## config.mk

```make
export PLATFORM = sky130hd
export DESIGN_NAME = seq_scan_ctrl_flat
export DESIGN_NICKNAME = d
export VERILOG_FILES = /design/src/rtl/seq_scan_ctrl_if.sv /design/src/rtl/seq_scan_ctrl.sv /design/src/flat_wrapper.sv
export SDC_FILE = /design/constraint.sdc
export NUM_CORES = 1
export LEC_CHECK = 0
export CAP_MARGIN = 30
export CORE_MARGIN = 2
export CORE_UTILIZATION = 60
export CTS_BUF_LIST = sky130_fd_sc_hd__clkbuf_8 sky130_fd_sc_hd__clkbuf_16
export DETAILED_ROUTE_END_ITERATION = 10
export DONT_BUFFER_PORTS = 1
export GPL_ROUTABILITY_DRIVEN = 1
export GPL_TIMING_DRIVEN = 0
export PLACE_DENSITY_LB_ADDON = 0.3
export SLEW_MARGIN = 30
export SYNTH_ARGS = -nofsm -noshare
export SYNTH_HDL_FRONTEND = slang
export SYNTH_SLANG_ARGS = --single-unit
export TNS_END_PERCENT = 30
```

## constraint.sdc

```tcl
create_clock -name clk -period 1.7 [get_ports clk]
set_input_delay 0.255 -clock clk [delete_from_list [all_inputs] [get_ports clk]]
set_output_delay 0.255 -clock clk [all_outputs]
set_load 0.05 [all_outputs]
```

## src/rtl/seq_scan_ctrl_if.sv

```systemverilog
// Handshake bundle for seq_scan_ctrl: a word-input channel (producer -> controller)
// and a result-record channel (controller -> consumer).
// The master modport is the environment side. The slave modport is the controller side.
`timescale 1ns/1ps

interface seq_scan_ctrl_if #(
  parameter int WIDTH = 8,
  parameter int CNT_W = 4
);

  // Word input channel
  logic             in_valid;
  logic             in_ready;
  logic [WIDTH-1:0] in_data;
  logic             in_keep_hist;

  // Result record channel
  logic             out_valid;
  logic             out_ready;
  logic [CNT_W-1:0] out_hits;
  logic [CNT_W-1:0] out_first;
  logic             out_any;

  modport master (
    output in_valid,
    output in_data,
    output in_keep_hist,
    output out_ready,
    input  in_ready,
    input  out_valid,
    input  out_hits,
    input  out_first,
    input  out_any
  );

  modport slave (
    input  in_valid,
    input  in_data,
    input  in_keep_hist,
    input  out_ready,
    output in_ready,
    output out_valid,
    output out_hits,
    output out_first,
    output out_any
  );

endinterface

```

## src/rtl/seq_scan_ctrl.sv

```systemverilog
// Per-word scan controller for the serial run-of-ones detector.
// A word is accepted in IDLE and shifted out MSB first, one bit per cycle, in SHIFT.
// A Mealy detector flags every bit that completes a run of RUN_LEN ones; runs may overlap.
// The hit count, the index of the first hit and an any-hit flag are then held in REPORT
// until the consumer takes them.
`timescale 1ns/1ps

module seq_scan_ctrl #(
  parameter int WIDTH   = 8,
  parameter int CNT_W   = 4,
  parameter int RUN_LEN = 3
) (
  input  logic          clk,
  input  logic          rst_n,
  seq_scan_ctrl_if.slave bus,
  output logic          det_bit,
  output logic          det_hit
);

  // Scan index of the last bit in a word.
  localparam logic [CNT_W-1:0] IDX_LAST = CNT_W'(WIDTH - 1);
  // Saturation value of the run counter.
  // When the counter is here and the current bit is 1, a run of RUN_LEN ones is complete.
  localparam logic [CNT_W-1:0] RUN_MAX  = CNT_W'(RUN_LEN - 1);

  typedef enum logic [1:0] {
    IDLE,
    SHIFT,
    REPORT
  } state_t;

  state_t           state_q, state_d;

  logic [WIDTH-1:0] shreg_q;   // remaining bits of the word, next bit at the MSB
  logic [CNT_W-1:0] idx_q;     // scan index of the bit currently at the MSB
  logic [CNT_W-1:0] run_q;     // consecutive ones seen, saturating at RUN_MAX
  logic [CNT_W-1:0] hits_q;
  logic [CNT_W-1:0] first_q;
  logic             any_q;

  logic             accept;    // word taken at this edge
  logic             scan;      // a bit is being scanned this cycle
  logic [CNT_W-1:0] run_nxt;

  // State register.
  // NOTE: sequential state is always written with non-blocking assignments.
  // Every register then samples pre-edge values, whatever order the blocks run in.
  always_ff @(posedge clk or negedge rst_n) begin
    if (!rst_n) begin
      state_q <= IDLE;
    end else begin
      state_q <= state_d;
    end
  end

  // Next-state and handshake decode.
  // NOTE: every output of this block gets a default before the case statement.
  // Without the defaults, a path that skips an assignment would infer a latch.
  always_comb begin
    state_d       = state_q;
    accept        = 1'b0;
    scan          = 1'b0;
    bus.in_ready  = 1'b0;
    bus.out_valid = 1'b0;
    unique case (state_q)
      IDLE: begin
        bus.in_ready = 1'b1;
        if (bus.in_valid) begin
          accept  = 1'b1;
          state_d = SHIFT;
        end
      end
      SHIFT: begin
        scan = 1'b1;
        if (idx_q == IDX_LAST) begin
          state_d = REPORT;
        end
      end
      REPORT: begin
        // in_valid is deliberately ignored here.
        // The next word waits until IDLE is reached.
        bus.out_valid = 1'b1;
        if (bus.out_ready) begin
          state_d = IDLE;
        end
      end
      default: begin
        state_d = IDLE;
      end
    endcase
  end

  // Mealy detector.
  // The hit depends on the live bit as well as the stored run length.
  // So a run is flagged in the same cycle as the bit that completes it.
  always_comb begin
    det_bit = scan & shreg_q[WIDTH-1];
    det_hit = det_bit & (run_q == RUN_MAX);
    if (!det_bit) begin
      run_nxt = '0;
    end else if (run_q == RUN_MAX) begin
      // The counter stays saturated on further ones, so overlapping runs keep hitting.
      // With RUN_LEN = 1, RUN_MAX is 0 and the counter never moves.
      run_nxt = run_q;
    end else begin
      run_nxt = run_q + 1'b1;
    end
  end

  // Scan datapath.
  // This block loads a word on acceptance, shifts it, and accumulates the result fields.
  // Outside SHIFT the result fields are held, so the record stays stable through REPORT.
  // The run counter holds its value through REPORT and IDLE.
  // That held value is the history the next word can carry over with in_keep_hist = 1.
  always_ff @(posedge clk or negedge rst_n) begin
    if (!rst_n) begin
      shreg_q <= '0;
      idx_q   <= '0;
      run_q   <= '0;
      hits_q  <= '0;
      first_q <= '0;
      any_q   <= 1'b0;
    end else if (accept) begin
      shreg_q <= bus.in_data;
      idx_q   <= '0;
      hits_q  <= '0;
      first_q <= '0;
      any_q   <= 1'b0;
      if (!bus.in_keep_hist) begin
        run_q <= '0;
      end
    end else if (scan) begin
      shreg_q <= shreg_q << 1;
      idx_q   <= idx_q + 1'b1;
      run_q   <= run_nxt;
      if (det_hit) begin
        // The parameter constraint WIDTH <= 2**CNT_W - 1 guarantees this cannot wrap.
        hits_q <= hits_q + 1'b1;
        if (!any_q) begin
          first_q <= idx_q;
          any_q   <= 1'b1;
        end
      end
    end
  end

  assign bus.out_hits  = hits_q;
  assign bus.out_first = first_q;
  assign bus.out_any   = any_q;

endmodule

```

## src/flat_wrapper.sv

```systemverilog
// flat-port wrapper written by rule: the top's interface ports become plain ports
module seq_scan_ctrl_flat 
#(
  parameter int WIDTH   = 8,
  parameter int CNT_W   = 4,
  parameter int RUN_LEN = 3
)
  (clk, rst_n, det_bit, det_hit, bus_in_valid, bus_in_data, bus_in_keep_hist, bus_out_ready, bus_in_ready, bus_out_valid, bus_out_hits, bus_out_first, bus_out_any);
  seq_scan_ctrl_if #(.WIDTH(WIDTH), .CNT_W(CNT_W)) bus_i ();
  input  logic clk;
  input  logic rst_n;
  output logic det_bit;
  output logic det_hit;
  input wire logic [$bits(bus_i.in_valid)-1:0] bus_in_valid;
  input wire logic [$bits(bus_i.in_data)-1:0] bus_in_data;
  input wire logic [$bits(bus_i.in_keep_hist)-1:0] bus_in_keep_hist;
  input wire logic [$bits(bus_i.out_ready)-1:0] bus_out_ready;
  output wire logic [$bits(bus_i.in_ready)-1:0] bus_in_ready;
  output wire logic [$bits(bus_i.out_valid)-1:0] bus_out_valid;
  output wire logic [$bits(bus_i.out_hits)-1:0] bus_out_hits;
  output wire logic [$bits(bus_i.out_first)-1:0] bus_out_first;
  output wire logic [$bits(bus_i.out_any)-1:0] bus_out_any;
  assign bus_i.in_valid = bus_in_valid;
  assign bus_i.in_data = bus_in_data;
  assign bus_i.in_keep_hist = bus_in_keep_hist;
  assign bus_i.out_ready = bus_out_ready;
  assign bus_in_ready = bus_i.in_ready;
  assign bus_out_valid = bus_i.out_valid;
  assign bus_out_hits = bus_i.out_hits;
  assign bus_out_first = bus_i.out_first;
  assign bus_out_any = bus_i.out_any;
  seq_scan_ctrl #(.WIDTH(WIDTH), .CNT_W(CNT_W), .RUN_LEN(RUN_LEN)) u_core (.clk(clk), .rst_n(rst_n), .bus(bus_i), .det_bit(det_bit), .det_hit(det_hit));
endmodule
```

==> results of run 1 <==
-- kinds of logic after synthesis --
group	share of synthesized area, %
and+or+nand+nor	21.7
DFF	53.0
AOI/OAI and AO/OA	11.4
buffers and inverters	2.16
muxes	5.70
adders and majority gates	3.93
xor gates and xnor gates	2.06
-- cell type report --
type	count	area share [%]
Sequential cell	27	46.8
Multi-Input combinational cell	94	40.3
Timing Repair Buffer	7	4.68
Clock buffer	3	2.86
Tap cell	27	2.34
Inverter	4	1.82
Buffer	3	0.952
Clock inverter	1	0.260
-- stage by stage --
| stage | area (µm²) | total power [mW] | worst slack, ps | instances |
|---|---|---|---|---|
| 3_3_place_gp | 1310 | 1.98 | -36.3 | 155 |
| 5_1_grt | 1450 | 2.66 | 16.3 | 166 |
| 6_report | 1450 | 2.49 | 77.5 | 166 |
| 2_1_floorplan | 1280 | 1.86 | 77.2 | 128 |
| 4_1_cts | 1400 | 2.44 | 16.6 | 161 |
| 3_5_place_dp | 1310 | 2.05 | -90.9 | 155 |
-- worst max-delay path: stages (launching register included) --
cell     delay (ps)
dfrtp_1         470
and2b_2         290
nand4_4         160
buf_4           200
mux2_1          310
mux2i_1         120
-- sequential cells by signal, indices dropped and copies added (netlist names) --
name	count
u_core.bus.out_first	4
u_core.bus.out_hits	4
u_core.bus.out_any	1
u_core.shreg_q	8
u_core.state_q	2
u_core.idx_q	4
u_core.run_q	4
-- metal layers --
layer	up-vias	share of wire [%]	global-route usage (%)
met5	-	0	0
met4	0	1.1	11.1
met3	3	4.9	3.03
met2	30	53	40.1
met1	477	41	28.0
li1	461	-	-
-- worst paths after layout --
path	start	endpoint	slack (ps)	cells after the start
setup / recovery	u_core.state_q[1]	u_core.bus.out_hits[2]	80	5
hold / removal	bus_in_data[0]	u_core.shreg_q[0]	90	2
min in group asynchronous	rst_n	u_core.run_q[3]	400	2
setup reg to reg	u_core.state_q[1]	u_core.bus.out_hits[2]	80	5
hold reg to reg	u_core.shreg_q[6]	u_core.shreg_q[6]	480	2
max in group asynchronous	rst_n	u_core.state_q[0]	1120	2
-- cell usage in the layout, fill, tap and decap left out --
| cell type | synthesis | routed |
|---|---|---|
| nand3_1 | 7 | 7 |
| buf_12 | 0 | 1 |
| dlygate4sd3_1 | 0 | 1 |
| nor2b_1 | 2 | 1 |
| buf_4 | 0 | 5 |
| nor2_1 | 10 | 9 |
| nor3b_2 | 1 | 1 |
| o21ai_1 | 9 | 9 |
| and2b_2 | 0 | 1 |
| clkinvlp_4 | 0 | 1 |
| o21ai_0 | 3 | 3 |
| mux2_1 | 2 | 2 |
| buf_2 | 1 | 1 |
| ha_1 | 4 | 4 |
| nand2b_1 | 3 | 3 |
| mux2i_1 | 5 | 5 |
| o31ai_1 | 1 | 1 |
| clkbuf_2 | 0 | 1 |
| o21bai_1 | 1 | 1 |
| dfrtp_1 | 27 | 26 |
| nand3b_1 | 1 | 1 |
| inv_1 | 3 | 3 |
| inv_8 | 0 | 1 |
| o41ai_1 | 2 | 2 |
| dfrtp_2 | 0 | 1 |
| nand2_1 | 30 | 30 |
| nand4bb_1 | 1 | 1 |
| clkbuf_8 | 0 | 3 |
| a22oi_1 | 7 | 7 |
| nor2b_2 | 0 | 1 |
| clkbuf_1 | 2 | 1 |
| xor2_1 | 3 | 3 |
| nor2_4 | 0 | 1 |
| nand4_4 | 1 | 1 |
-- repair_timing --
action / CTS / global route
endpoints found under the setup margin: 5 / 17
endpoints found under the hold margin: 27 / 0
hold buffers: 2 / 0
gates resized for setup: 4 / 6
pin swaps: 0 / 2
buffers inserted: 0 / 5
-- power groups by stage --
stage,sequential (mW),combinational (mW),clock [mW]
CTS,1.26,0.817,0.361
floorplan,1.22,0.644,0
global placement,1.26,0.728,0
detailed placement,1.27,0.780,0
global route,1.30,0.970,0.390
finish,1.27,0.874,0.353
==> metrics.yaml, run 1 <==
grt_usage_pct: 23.1
worst_pin_slew_ps: 596
grt_start_max_net_pins: 28
yosysSeqAreaShare_pct: 53.0
slew_headroom_pct: 60.1
htreeDepth: 1
synthesis.area_mm2: 0.00127
remaining_drc_errors: 0
cp_data_arrival_time_ps: 1820
avgViaCountPerCell: 5.85
die-height_um: 50.1
grt_pass1_wl_um: 4260
ys_top_cells_by_area: "dfrtp_1, nand2_1, a22oi_1"
initialDrtViolationCount: 18
overflow: 0
clk_latency_ps: 270
grt_pass1_vias: 934
syn_nets: 145
multi_input_area_um2: 582
clkTransAtPathRegs_ps: 90
synth-async-reset-ratio_pct: 100
finalMaxSlewViolations: 0
end_kind: "flip-flop"
dieArea_mm2: 0.00251
max_freq_mhz: 616
cts_tree: "done"
syn_avg_cell_area_um2: 9.95
hold_violations: 0
synth-edff-count: 0
via_count: 971
cp_data_required_time_ps: 1900
gp_congestion: 0.759
status: "finished, final reports clean"
wirelength_um: 2620
fin_nets: 157
clockBufferDepth: 2
cts-buffers-inserted: 3
antennaDiodeCount: 0
power_density_mw_per_mm2: 1720
area_delta_synth_final_pct: 13.5
seq_area_um2: 677
port_buffers: 0
ios: 26
p_sw_mw: 1.15
cts.sinks: 27
cts_root_buffer: "clkbuf_8"
synth_cells: 128
synth_common_cells: "nand2_1, dfrtp_1, nor2_1"
power_switching_share_pct: 46.2
yosysMostFrequentCell: "nand2_1"
antenna_found_initial: 0
wl_per_cell_um: 15.8
setup_tns_ps: 0
hpwl_um: 1840
period_share_pct: 95.4
fin_util_pct: 72.9
fin_skew_ps: 5.66
p_int_mw: 1.34
yosysTopAreaCellShare_pct: 53.0
core_mm2: 0.00198
power.leakage_nw: 0.704
combPwrFrac_pct: 35.1
yosysUniqueCellTypes: 25
critPathKind: "reg2reg"
fill_cells: 153
finalWorstPathRequiredPeriod_ps: 1620
critPathMaxFanout: 7
whs_ps: 92.4
ant_nets: 0
hold_path.class: "in2reg"
seq_power_share_pct: 50.8
crit_path_start_kind: "flip-flop"
synth-main-ff-cell: "dfrtp_1"
ys_warn_count: 0
die_w_um: 50.1
drive_gt1_share_pct: 13.7
setup_viol: 0
p_clk_share_pct: 14.2
cap_violations: 0
post-synth-top-area-cell: "dfrtp_1"
start_util_pct: 64.3
drt_first_pass_iters: 4
ir_drop_uv: 1050
synth.ff_latch_count: 27
rows: 16
rsz0062_at_grt: "no"
Power figures use the tool's default switching activity.
==> run 2: changes to the inputs <==
--- a/config.mk
+++ b/config.mk
@@ -5,6 +5,7 @@
 export SDC_FILE = /design/constraint.sdc
 export NUM_CORES = 1
 export LEC_CHECK = 0
+export ABC_AREA = 1
 export CAP_MARGIN = 30
 export CORE_MARGIN = 2
 export CORE_UTILIZATION = 60
==> metrics.yaml, run 2 <==
status: "finished, final reports clean"  # unchanged
post-synth-top-area-cell: "dfrtp_1"  # unchanged
final_cell_mix: "nand2_1, dfrtp_1, nand3_1"  # was nand2_1, dfrtp_1, nor2_1, o21ai_1
remaining_drc_errors: 0  # unchanged
drt_first_pass_iters: 4  # unchanged
ys_top_cells_by_area: "dfrtp_1, nand2_1, nand3_1"  # was dfrtp_1, nand2_1, a22oi_1
final_common_cell: "nand2_1"  # unchanged
wirelength_um: 2730  # was 2620 µm
synth-edff-count: 0  # unchanged
period_share_pct: 97.1  # was 95.4%
power.leakage_nw: 0.770  # was 0.704 nW
ys_warn_count: 0  # unchanged
max_freq_mhz: 606  # was 616 MHz
yosysUniqueCellTypes: 22  # was 25
initialDrtViolationCount: 23  # was 18
hold_path.class: "in2reg"  # unchanged
synth.ff_latch_count: 27  # unchanged
yosysTopAreaCellShare_pct: 50.7  # was 53.0%
clockBufferDepth: 2  # unchanged
via_count: 1048  # was 971
dieArea_mm2: 0.00261  # was 0.00251 mm²
gr-max-usage-layer: "met2"  # unchanged
avgViaCountPerCell: 5.35  # was 5.85
grt_pass1_wl_um: 4480  # was 4260 µm
hold_violations: 0  # unchanged
htreeDepth: 1  # unchanged
fill_cells: 168  # was 153
whs_ps: 78.4  # was 92.4 ps
ir_drop_uv: 994  # was 1050 µV
ios: 26  # unchanged
grt_start_max_net_pins: 28  # unchanged
clk_latency_ps: 270  # about the same
die_w_um: 51.1  # was 50.1 µm
wl_per_cell_um: 13.9  # was 15.8 µm
synthesis.area_mm2: 0.00133  # was 0.00127 mm²
fin_nets: 186  # was 157
core_mm2: 0.00215  # was 0.00198 mm²
finalMaxSlewViolations: 0  # unchanged
synth_cells: 157  # was 128
largest_reg_flops: 8  # unchanged
end_kind: "flip-flop"  # unchanged
r2r_cells: 6  # was 5
place_ws_ps: 51.9  # was -90.9 ps
cp_data_required_time_ps: 1850  # was 1900 ps
synth-main-ff-cell: "dfrtp_1"  # unchanged
cts-buffers-inserted: 3  # unchanged
gp_congestion: 0.775  # was 0.759
grt_usage_pct: 23.7  # was 23.1%
grt_pass1_vias: 1054  # was 934
hpwl_um: 1920  # was 1840 µm
cts_tree: "done"  # unchanged
use_met3_pct: 5.56  # was 3.03%
yosysMostFrequentCell: "nand2_1"  # unchanged
setup_slack_ps: 48.8  # was 77.5 ps
critPathKind: "reg2reg"  # unchanged
finalWorstPathRequiredPeriod_ps: 1650  # was 1620 ps
synth_common_cells: "nand2_1, dfrtp_1, nand3_1"  # was nand2_1, dfrtp_1, nor2_1
ant_nets: 0  # unchanged
port_buffers: 0  # unchanged
clkTransAtPathRegs_ps: 90  # about the same
use_met2_pct: 41.3  # was 40.1%
fin_skew_ps: 1.45  # was 5.66 ps
slew_headroom_pct: 59.9  # was 60.1%
cap_violations: 0  # unchanged
syn_avg_cell_area_um2: 8.49  # was 9.95 µm²
antennaDiodeCount: 0  # unchanged
rows: 17  # was 16
met1_usage_pct: 26.1  # was 28.0%
cts.sinks: 27  # unchanged
power_density_mw_per_mm2: 1860  # was 1720 mW/mm²
start_util_pct: 62.0  # was 64.3%
yosysSeqAreaShare_pct: 50.7  # was 53.0%
area_delta_synth_final_pct: 15.4  # was 13.5%
synth-async-reset-ratio_pct: 100  # unchanged
drive_gt1_share_pct: 17.9  # was 13.7%
worst_pin_slew_ps: 601  # was 596 ps
largest-register: "u_core.shreg_q"  # unchanged
critPathMaxFanout: 9  # was 7
syn_nets: 174  # was 145
die-height_um: 51.1  # was 50.1 µm
hold_depth: 1  # was 2
setup_viol: 0  # unchanged
antenna_found_initial: 0  # unchanged
overflow: 0  # unchanged
crit_path_start_kind: "flip-flop"  # unchanged
cp_data_arrival_time_ps: 1800  # was 1820 ps
cts_root_buffer: "clkbuf_8"  # unchanged
[run 2: changes by cell type after synthesis, moves of 4 or more]
| cell | change |
|---|---|
| nand4_1 | +4 |
| nand3_1 | +5 |
| inv_1 | +7 |
| o21ai_0 | +7 |
| nand2_1 | +30 |
| a22oi_1 | -7 |
| o21ai_1 | -9 |
| mux2i_1 | -5 |
[run 2: final cells by class]
cell class                      count  area, µm²  share of cell area [%]
Multi-Input combinational cell    115        619                    40.3
Sequential cell                    27        677                    44.0
Tap cell                           28       35.0                    2.28
Clock inverter                      1       3.75                   0.244
Buffer                              2       27.5                    1.79
Inverter                           13       48.8                    3.17
Timing Repair Buffer                7       85.1                    5.53
Clock buffer                        3       41.3                    2.69
[run 2: final timing paths]
check,slack [ps],end,startpoint
max in group asynchronous,1130,u_core.state_q[0],rst_n
hold reg to reg,490,u_core.shreg_q[4],u_core.shreg_q[4]
hold / removal,80,u_core.state_q[1],bus_out_ready
setup reg to reg,50,u_core.run_q[2],u_core.state_q[0]
setup / recovery,50,u_core.run_q[2],u_core.state_q[0]
min in group asynchronous,410,u_core.bus.out_hits[2],rst_n
[run 2: critical path, cell delays in order, from the launching register on]
cell	delay, ps
dfrtp_2	470
nor2_4	390
nand2_4	160
nand2_4	120
nand2_4	80
o21ai_0	210
nand2_1	100
[run 2: routing by layer]
layer	share of wire [%]	vias up
met3	5.9	4
met2	51	27
met1	41	493
met4	2.3	0
met5	0	-
li1	-	524
[run 2: kinds of logic after synthesis]
group / synth area share, %
buf+inv: 5.07
simple gates: 32.3
xor+xnor: 1.97
compound gates: 6.20
fa+ha+maj: 3.76
flops: 50.7
[run 2: repair_timing]
action | 4_1_cts | 5_1_grt
pin swaps | 0 | 3
endpoints found under the setup margin | 2 | 14
hold buffers | 2 | 0
endpoints found under the hold margin | 27 | 0
setup buffers | 0 | 4
gates resized for setup | 3 | 7
gates cloned | 0 | 1
[run 2: power by group]
group	leakage (nW)	switching, mW	internal [mW]
combinational	0.392	0.702	0.400
clock	0.0269	0.192	0.162
sequential	0.351	0.516	0.888
[run 2: per-stage QoR]
stage | area [µm²] | utilization, % | setup TNS (ps) | total power [mW] | std cells
after floorplan | 1330 | - | 0 | 2.17 | 157
after global placement | 1370 | 63.7 | 0 | 2.32 | 185
after detailed placement | 1370 | 63.7 | 0 | 2.39 | 185
after CTS | 1450 | 67.7 | -31.7 | 2.77 | 191
after global routing | 1540 | 71.6 | -111 | 3.08 | 196
final | 1540 | 71.6 | 0 | 2.86 | 196
